<file path="config.mk">
export PLATFORM = sky130hd
export DESIGN_NAME = mem_arbiter
export DESIGN_NICKNAME = d
export VERILOG_FILES = /design/src/rtl/mem_arbiter.sv
export SDC_FILE = /design/constraint.sdc
export NUM_CORES = 1
export LEC_CHECK = 0
export ABC_AREA = 1
export CAP_MARGIN = 20
export CORE_ASPECT_RATIO = 0.75
export CORE_MARGIN = 2
export CORE_UTILIZATION = 38
export CTS_CLUSTER_SIZE = 40
export DETAILED_ROUTE_END_ITERATION = 10
export DONT_BUFFER_PORTS = 1
export GPL_ROUTABILITY_DRIVEN = 0
export PLACE_DENSITY = 0.57
export SYNTH_ARGS = -nofsm -noshare
export SYNTH_HDL_FRONTEND = slang
export SYNTH_SLANG_ARGS = --single-unit
</file>
<file path="constraint.sdc">
create_clock -name clk -period 2.6 [get_ports clk]
set_input_delay 0.39 -clock clk [delete_from_list [all_inputs] [get_ports clk]]
set_output_delay 0.39 -clock clk [all_outputs]
set_load 0.1 [all_outputs]
</file>
<file path="src/rtl/mem_arbiter.sv">
// mem_arbiter: shares one downstream memory port between the fetch (imem) and
// data (dmem) requesters. Request pulses are held in one slot per requester,
// serialised downstream with one transaction in flight, and each response is
// routed back to the requester that owns the transaction. dmem has priority,
// but imem is granted after STARVE_LIMIT consecutive dmem grants while it waits.
module mem_arbiter #(
  parameter int STARVE_LIMIT = 2
) (
  input  logic        clk,
  input  logic        rst,
  input  logic [31:0] imem_addr,
  input  logic [3:0]  imem_rmask,
  output logic [31:0] imem_rdata,
  output logic        imem_resp,
  input  logic [31:0] dmem_addr,
  input  logic [3:0]  dmem_rmask,
  input  logic [3:0]  dmem_wmask,
  input  logic [31:0] dmem_wdata,
  output logic [31:0] dmem_rdata,
  output logic        dmem_resp,
  output logic [31:0] mem_addr,
  output logic [3:0]  mem_rmask,
  output logic [3:0]  mem_wmask,
  output logic [31:0] mem_wdata,
  input  logic [31:0] mem_rdata,
  input  logic        mem_resp,
  output logic        protocol_err
);

  localparam logic [3:0] LIMIT = STARVE_LIMIT[3:0];

  typedef enum logic [1:0] {
    IDLE   = 2'd0,
    WAIT_I = 2'd1,
    WAIT_D = 2'd2
  } state_t;

  state_t state_q, state_d;

  // Pending slots: valid bits are control (reset), payload is data (no reset).
  logic        i_vld_p0;
  logic [31:0] i_addr_p0;
  logic [3:0]  i_rmask_p0;
  logic        d_vld_p0;
  logic [31:0] d_addr_p0;
  logic [3:0]  d_rmask_p0;
  logic [3:0]  d_wmask_p0;
  logic [31:0] d_wdata_p0;

  logic [3:0]  starve_cnt;

  logic i_req, d_req, d_both;
  logic i_busy, d_busy;
  logic i_take, d_take;
  logic grant_i, grant_d;
  logic idle_resp;

  // Saturating increment of the starvation counter; never exceeds LIMIT.
  function automatic logic [3:0] starve_inc(input logic [3:0] cnt);
    if (cnt >= LIMIT) return LIMIT;
    return cnt + 4'd1;
  endfunction

  assign i_req  = (imem_rmask != 4'd0);
  assign d_req  = ((dmem_rmask | dmem_wmask) != 4'd0);
  assign d_both = (dmem_rmask != 4'd0) && (dmem_wmask != 4'd0);

  // A requester is busy while its slot holds a request or its transaction is
  // outstanding; the response cycle itself already counts as complete, so a
  // requester may re-request in the same cycle it sees its response.
  assign i_busy = i_vld_p0 || ((state_q == WAIT_I) && !mem_resp);
  assign d_busy = d_vld_p0 || ((state_q == WAIT_D) && !mem_resp);

  assign i_take = i_req && !i_busy;
  assign d_take = d_req && !d_busy;

  // State register.
  always_ff @(posedge clk) begin
    if (rst) state_q <= IDLE;
    else     state_q <= state_d;
  end

  // Next-state, arbitration and all port outputs.
  always_comb begin
    state_d    = state_q;
    grant_i    = 1'b0;
    grant_d    = 1'b0;
    idle_resp  = 1'b0;
    mem_addr   = 32'd0;
    mem_rmask  = 4'd0;
    mem_wmask  = 4'd0;
    mem_wdata  = 32'd0;
    imem_resp  = 1'b0;
    imem_rdata = 32'd0;
    dmem_resp  = 1'b0;
    dmem_rdata = 32'd0;
    case (state_q)
      IDLE: begin
        idle_resp = mem_resp;
        if (d_vld_p0 && !(i_vld_p0 && (starve_cnt == LIMIT))) begin
          grant_d   = 1'b1;
          mem_addr  = d_addr_p0;
          mem_rmask = d_rmask_p0;
          mem_wmask = d_wmask_p0;
          mem_wdata = d_wdata_p0;
          state_d   = WAIT_D;
        end else if (i_vld_p0) begin
          grant_i   = 1'b1;
          mem_addr  = i_addr_p0;
          mem_rmask = i_rmask_p0;
          state_d   = WAIT_I;
        end
      end
      WAIT_I: begin
        if (mem_resp) begin
          imem_resp  = 1'b1;
          imem_rdata = mem_rdata;
          state_d    = IDLE;
        end
      end
      WAIT_D: begin
        if (mem_resp) begin
          dmem_resp  = 1'b1;
          dmem_rdata = mem_rdata;
          state_d    = IDLE;
        end
      end
      default: state_d = IDLE;
    endcase
  end

  // imem slot valid: set on an accepted pulse, cleared when issued.
  always_ff @(posedge clk) begin
    if (rst)          i_vld_p0 <= 1'b0;
    else if (i_take)  i_vld_p0 <= 1'b1;
    else if (grant_i) i_vld_p0 <= 1'b0;
  end

  // imem slot payload capture.
  always_ff @(posedge clk) begin
    if (i_take) begin
      i_addr_p0  <= imem_addr;
      i_rmask_p0 <= imem_rmask;
    end
  end

  // dmem slot valid: set on an accepted pulse, cleared when issued.
  always_ff @(posedge clk) begin
    if (rst)          d_vld_p0 <= 1'b0;
    else if (d_take)  d_vld_p0 <= 1'b1;
    else if (grant_d) d_vld_p0 <= 1'b0;
  end

  // dmem slot payload capture; a read+write pulse is kept as a pure write.
  always_ff @(posedge clk) begin
    if (d_take) begin
      d_addr_p0  <= dmem_addr;
      d_rmask_p0 <= d_both ? 4'd0 : dmem_rmask;
      d_wmask_p0 <= dmem_wmask;
      d_wdata_p0 <= dmem_wdata;
    end
  end

  // Starvation counter: counts dmem grants that overtake a waiting fetch.
  always_ff @(posedge clk) begin
    if (rst)            starve_cnt <= 4'd0;
    else if (!i_vld_p0) starve_cnt <= 4'd0;
    else if (grant_i)   starve_cnt <= 4'd0;
    else if (grant_d)   starve_cnt <= starve_inc(starve_cnt);
  end

  // Sticky protocol error: dropped pulses, read+write pulses, stray responses.
  always_ff @(posedge clk) begin
    if (rst)
      protocol_err <= 1'b0;
    else if ((i_req && i_busy) || (d_req && d_busy) || d_both || idle_resp)
      protocol_err <= 1'b1;
  end

endmodule

</file>
## Yosys cells after proc, flatten, opt, wreduce, memory -nomap -nowiden

Index checks and enable logic that the tools add are counted.

| word-level totals | value |
|---|---|
| bits in registers | 117 |
| memories kept | 0 |
| latch bits | 0 |
| bits in read-only memories | 0 |
| output and inout port bits | 139 |
| input bits | 143 |
| word-level logic and storage cells | 85 |
| bits in writable memories | 0 |

| cells by class | value |
|---|---|
| multipliers | 0 |
| magnitude comparators | 1 |
| bitwise logic cells | 2 |
| multiplexer cells | 37 |
| equality and inequality tests | 5 |
| shift-type cells | 0 |
| $add $sub $neg | 1 |
| reduce and logical (&&, ||, !) cells | 28 |
| div/mod/pow operators | 0 |

Operators by type and width:

| cell | number |
|---|---|
| $mux 32 | 8 |
| $mux 4 | 7 |
| $mux 1 | 18 |
| $reduce_bool 4->1 | 4 |
| $logic_and 1x1->1 | 9 |
| $mux 2 | 3 |
| $logic_or 1x1->1 | 5 |
| $add 4x1->4 const B | 1 |
| $eq 4x2->1 const B | 1 |
| $ge 4x2->1 const B | 1 |
| $logic_not 1->1 | 4 |
| $or 4x4->4 | 1 |
| $pmux 2 s2 | 1 |
| $reduce_bool 2->1 | 2 |
| $ne 3x3->1 const B | 1 |
| $reduce_or 3->1 | 1 |
| $eq 2x1->1 const B | 1 |
| $eq 2x2->1 const B | 1 |
| $logic_not 2->1 | 1 |
| $ne 2x1->1 const B | 1 |
| $reduce_and 2->1 | 1 |
| $reduce_or 2->1 | 1 |
| $not 1->1 | 1 |

## Longest topological paths before layout

Gate-level depths: netlist of run 1.

| depth | value |
|---|---|
| depth after elaboration | 11 |
| mapped depth | 11 |

## Least setup slack after synthesis of run 1

OpenSTA, ideal clock, no wires.

| timing | value |
|---|---|
| kind | reg2out |
| start point | register starve_cnt[0] |
| end point | output mem_addr[10] |
| path slack | -0.896 ns |
| buffers on the path | 1 |
| cell stages (with the launch flop) | 10 |
| required time | 2.210 ns |
| arrival time | 3.106 ns |
| cell sequence | dfxtp_1 > inv_1 > ha_1 > nand2_1 > inv_2 > nand2_4 > nand2_4 > nand2_4 > clkbuf_2 > o21ai_0 |

| on the way | value |
|---|---|
| cells in the longest elaborated chain, start to end | 6 |

RTL lines:

| item | RTL line | source |
|---|---|---|
| start, declared | 50 | `logic [3:0] starve_cnt;` |
| start signal, assigned | 169 | `else if (grant_d) starve_cnt <= starve_inc(starve_cnt);` |
| $eq 4x2->1 | 100 | `if (d_vld_p0 && !(i_vld_p0 && (starve_cnt == LIMIT))) begin` |
| $logic_and 1x1->1 | 100 |  |
| $logic_not 1->1 | 100 |  |
| $logic_and 1x1->1 | 100 |  |
| $mux 32 | 100 |  |
| $mux 32 | 97 | `case (state_q)` |
| end, declared | 21 | `output logic [31:0] mem_addr,` |

Every way passes these cells.

## Worst setup path in the final report of run 1

| timing | value |
|---|---|
| start point | register starve_cnt[0] |
| end point | output mem_addr[6] |

The elaborated chain is that of the path after synthesis.

==> results of run 1 <==
critical path: cells and delay by family (launching register included):
family	cells	cell delay, ns
flops	1	0.38
simple gates	4	0.31
fa+ha+maj	1	0.20
buf+inv	4	0.61
compound gates	1	0.14
synthesized netlist by cell type (3+ instances only):
| master | number | area, µm² |
|---|---|---|
| buf_6 | 3 | 33.8 |
| nand2_1 | 98 | 368 |
| dfxtp_1 | 9 | 180 |
| inv_1 | 89 | 334 |
| clkbuf_1 | 7 | 26.3 |
| nor2_1 | 119 | 447 |
| ha_1 | 5 | 62.6 |
| o21ai_2 | 8 | 70.1 |
| o21ai_0 | 27 | 135 |
| nand3_1 | 3 | 15.0 |
| a21oi_1 | 8 | 40.0 |
| edfxtp_1 | 108 | 3240 |
| buf_2 | 8 | 40.0 |
| nand2_4 | 3 | 33.8 |
kinds of logic after synthesis:
| family | after synthesis | share of synthesized area (%) |
|---|---|---|
| and+or+nand+nor | 228 | 17.7 |
| AOI/OAI and AO/OA | 47 | 5.28 |
| buffers and inverters | 113 | 9.23 |
| adders and majority gates | 5 | 1.22 |
| DFF | 117 | 66.6 |
routing by layer:
| metal | vias to the layer above | track usage [%] | share of wire (%) |
|---|---|---|---|
| met1 | 1781 | 19.7 | 35 |
| met5 | - | 0 | 0 |
| met2 | 187 | 34.8 | 53 |
| li1 | 1906 | - | - |
| met4 | 0 | 8.60 | 3.4 |
| met3 | 35 | 8.07 | 8.8 |
worst min-delay path by stage:
stage	from	endpoint	slack (ns)	depth (start not counted)
3_3_place_gp	rst	protocol_err	0.46	1
4_1_cts	rst	protocol_err	0.04	1
6_report	rst	protocol_err	0.05	1
2_1_floorplan	rst	d_vld_p0	0.46	1
3_5_place_dp	rst	protocol_err	0.47	1
5_1_grt	rst	protocol_err	0.04	1
area by class of cell:
class                      count  area [µm²]
timing repair buffer         150        2080
tap                          171         214
clock buffer                  18         429
multi-input combinational    280        1620
sequential                   117        3420
antenna                        1        2.50
clock inverter                14         168
fill                         998        4830
inverter                      90         338
sequential cells by signal (all words and copies together), names as in the netlist:
register      flops
d_wdata_p0       32
state_q           2
d_vld_p0          1
d_rmask_p0        4
protocol_err      1
i_vld_p0          1
i_rmask_p0        4
d_addr_p0        32
starve_cnt        4
i_addr_p0        32
d_wmask_p0        4
per-stage QoR:
stage          setup TNS (ns)  util [%]  cell area [µm²]  hold slack, ns
2_1_floorplan          -0.659         -             5330           0.462
3_3_place_gp                0      58.4             7660           0.464
3_5_place_dp                0      58.4             7660           0.466
4_1_cts                     0      63.0             8260          0.0393
5_1_grt                     0      63.2             8280          0.0386
6_report                    0      63.2             8280          0.0512
==> impl_metrics.toml, run 1 <==
[status]
status = "completed"

[grt]
grt_max_degree = 39
overflow = 0
grt_pass1_vias = 3946
grt_usage_pct = 19.3
grt_antenna_before_repair = 1
grt_pass1_wl_um = 21300

[job]
drv_cap = 0

[sta]
rsz0062_at_grt = "false"
slew_violations = 0
finalWorstSetupSlack_ns = 0.123
worst_slew_pin_slew_ns = 0.482
max_freq_ghz = 0.404
min_period_ns = 2.48
finalHoldViolations = 0
finalSetupViolCount = 0
period_share_pct = 95.3
finalClockSkew_ns = 0.00967
relSlewSlack_pct = 67.9

[floorplan]
die_y_um = 105
rows = 36
fp.coreArea_mm2 = 0.0131
die-area_mm2 = 0.0145
initial_utilization_pct = 39.2
ios = 282
chipWidth_um = 138

[place]
hpwl_um = 10900
pre_cts_slack_ns = 0.482
port_buffers = 0
dp_cells = 808

[clock_network]
post_cts_buffers = 0
htreeDepth = 4
post_cts_resized = 0
clockRootBuffer = "clkbuf_16"
clk_path_buf_depth = 2
clk_latency_ns = 0.41
cts_buffers = 17
clk_pin_slew_worst_paths_ns = 0.05
cts_num_sinks = 117
cts.hold.buffers_added = 0
cts_tree = "yes"

[finish]
mostFrequentLayoutCells = "edfxtp_1, nor2_2, nand2_1"
fin_cells = 841
layout_commonest_cell = "edfxtp_1"
nets = 804
drive_gt1_share_pct = 49.3
syn_to_final_growth_pct = 61.1

[critical_path]
critPathSlowestCell = "dfxtp_1"
cpMostUsedCell = "nand2_4"
cp-startpoint = "starve_cnt[0]"
worstSetupPathType = "reg -> out"
required_ns = 2.21
cp_slowest_stage_delay_ns = 0.38
endpoint = "mem_addr[6]"
start_kind = "flop"
worstPathArrival_ns = 2.09
r2r-end = "d_addr_p0[21]"
ff2ff_path_depth = 5
worstPathCellList = "inv_1 -> ha_1 -> nand2_1 -> inv_2 -> nand2_4 -> nand2_4 -> nand2_4 -> buf_4 -> o21ai_2 -> buf_12"
r2r_slack_ns = 0.59
r2r_start = "state_q[0]"
cp-end-kind = "output port"
crit_path_max_fanout = 21

[logic_synthesis]
post_synth.cell_area_avg_um2 = 10.1
syn_area_mm2 = 0.00514
synthArstFlopShare_pct = 0
yosys_most_used_dff = "edfxtp_1"
ys_warn_count = 0
synth_cell_type_count = 25
synth_fp_nets = 658
ys_seq_elements = 117
synthCells = 510
yosysSeqAreaShare_pct = 66.6
synth_edf_count = 108

[drt]
firstDrtPassIters = 4
drt_iter0_markers = 254
vias = 3909
ant_nets = 0
viasPerCell = 4.65
routed_wirelength_um = 14000
drc = 0
wl_per_cell_um = 16.6

[min_path]
hold_class = "in -> reg"
Power of run 1 is not shown: default switching activity piles up to over one toggle a cycle in this logic, so the estimate is an artifact.
==> run 2, diff against run 1 <==
PLACE_DENSITY = 0.63   (was 0.57)
==> run 2 against run 1 <==
Against the previous run:
- critical path depth down 2
- register-to-register slack better by 0.12 ns
- critical endpoint is now mem_addr[13]
- first-iteration DRC count down 47%
- sequential share of layout area up 2.2 points
- die area unchanged
- critical path type unchanged
- routed wire length up 4.8%
- via count up 2.3%
==> impl_metrics.toml, run 2 (synthesis results as in run 1) <==
[critical_path]
cpMostUsedCell = "inv_1"
required_ns = 2.21
cp-end-kind = "output port"
r2r_slack_ns = 0.71
crit_buf_inv = 4
start_kind = "flop"
crit_path_max_fanout = 20
worstSetupPathType = "reg -> out"
worstPathCellList = "inv_1 -> ha_2 -> inv_1 -> nor2_4 -> buf_8 -> nand2_1 -> o21ai_2 -> buf_12"
critPathSlowestCell = "ha_2"
cp-startpoint = "state_q[1]"
cp_slowest_stage_delay_ns = 0.34
worstPathArrival_ns = 2.06
critical_path.top_delay_family = "buffers and inverters"
r2r_start = "state_q[0]"

[drt]
vias = 4000
firstDrtPassIters = 4
routed_wirelength_um = 14700
wl_per_cell_um = 17.4
drt_iter0_markers = 134
drc = 0
viasPerCell = 4.74
ant_nets = 0

[finish]
syn_to_final_growth_pct = 52.9
fin_util_pct = 60.0
reg_top3 = "d_addr_p0: 32 flops, d_wdata_p0: 32 flops, i_addr_p0: 32 flops"
nets = 807
mostFrequentLayoutCells = "edfxtp_1, buf_4, nor2_2"
drive_gt1_share_pct = 49.2
fin_cells = 844

[clock_network]
cts_num_sinks = 117
cts_tree = "yes"
clk_pin_slew_worst_paths_ns = 0.05
clockRootBuffer = "clkbuf_16"
cts_buffers = 17
clk_path_buf_depth = 2
clk_latency_ns = 0.40
post_cts_resized = 0
htreeDepth = 4
cts.hold.buffers_added = 0
post_cts_buffers = 0

[min_path]
holdCritStartpoint = "rst"
hold_class = "in -> reg"

[place]
hpwl_um = 11200
port_buffers = 0
pre_cts_slack_ns = 0.507
dp_cells = 811

[grt]
grt_pass1_wl_um = 22200
grt_usage_pct = 20.4
grt_max_degree = 39
grt_antenna_before_repair = 3
grt_pass1_vias = 4120
overflow = 0

[sta]
slew_violations = 0
period_share_pct = 94.1
finalWorstSetupSlack_ns = 0.155
worst_slew_pin_slew_ns = 0.511
finalClockSkew_ns = 0.00511
finalHoldViolations = 0
setup_tns_ns = 0
max_freq_ghz = 0.409
rsz0062_at_grt = "false"
finalSetupViolCount = 0
min_period_ns = 2.45
relSlewSlack_pct = 65.9

[floorplan]
fp.coreArea_mm2 = 0.0131
die-area_mm2 = 0.0145
rows = 36
chipWidth_um = 138
die_y_um = 105
ios = 282
initial_utilization_pct = 39.2

[status]
status = "completed"

[job]
drv_cap = 0
==> run 2: cell types whose count changed in the layout (fill, tap and decap cells not counted), sizes merged <==
| cell | delta |
|---|---|
| buf | +3 |
| bufinv | -1 |
| clkbuf | +1 |
| clkinv | +1 |
| clkinvlp | +2 |
| diode | +1 |
| inv | -4 |
==> run 2: cell type report <==
class / count / area (µm²)
Clock buffer: 19 / 433
Inverter: 90 / 338
Timing Repair Buffer: 153 / 1700
Sequential cell: 117 / 3420
Clock inverter: 12 / 108
Fill cell: 1025 / 5250
Tap cell: 171 / 214
Antenna cell: 2 / 5.00
Multi-Input combinational cell: 280 / 1640
==> run 2: path summary, 6_finish.rpt <==
| kind | to | depth (start not counted) |
|---|---|---|
| worst max-delay path | mem_addr[13] | 8 |
| worst min register to register | starve_cnt[0] | 2 |
| worst min-delay path | d_vld_p0 | 1 |
| worst max register to register | d_addr_p0[8] | 5 |
==> run 2: routing by layer <==
layer | global-route usage, % | up-vias | share of wire (%)
li1 | - | 1913 | -
met1 | 20.2 | 1855 | 35
met2 | 36.0 | 199 | 53
met3 | 9.53 | 33 | 8.8
met4 | 9.84 | 0 | 3.2
met5 | 0 | - | 0
==> run 2: stage by stage <==
stage / area (µm²) / hold WS [ns]
2_1_floorplan: 5330 / 0.462
3_3_place_gp: 7280 / 0.463
3_5_place_dp: 7280 / 0.466
4_1_cts: 7820 / 0.0339
5_1_grt: 7860 / 0.0308
6_report: 7860 / 0.0555
Power of run 2 is left out for the same reason.
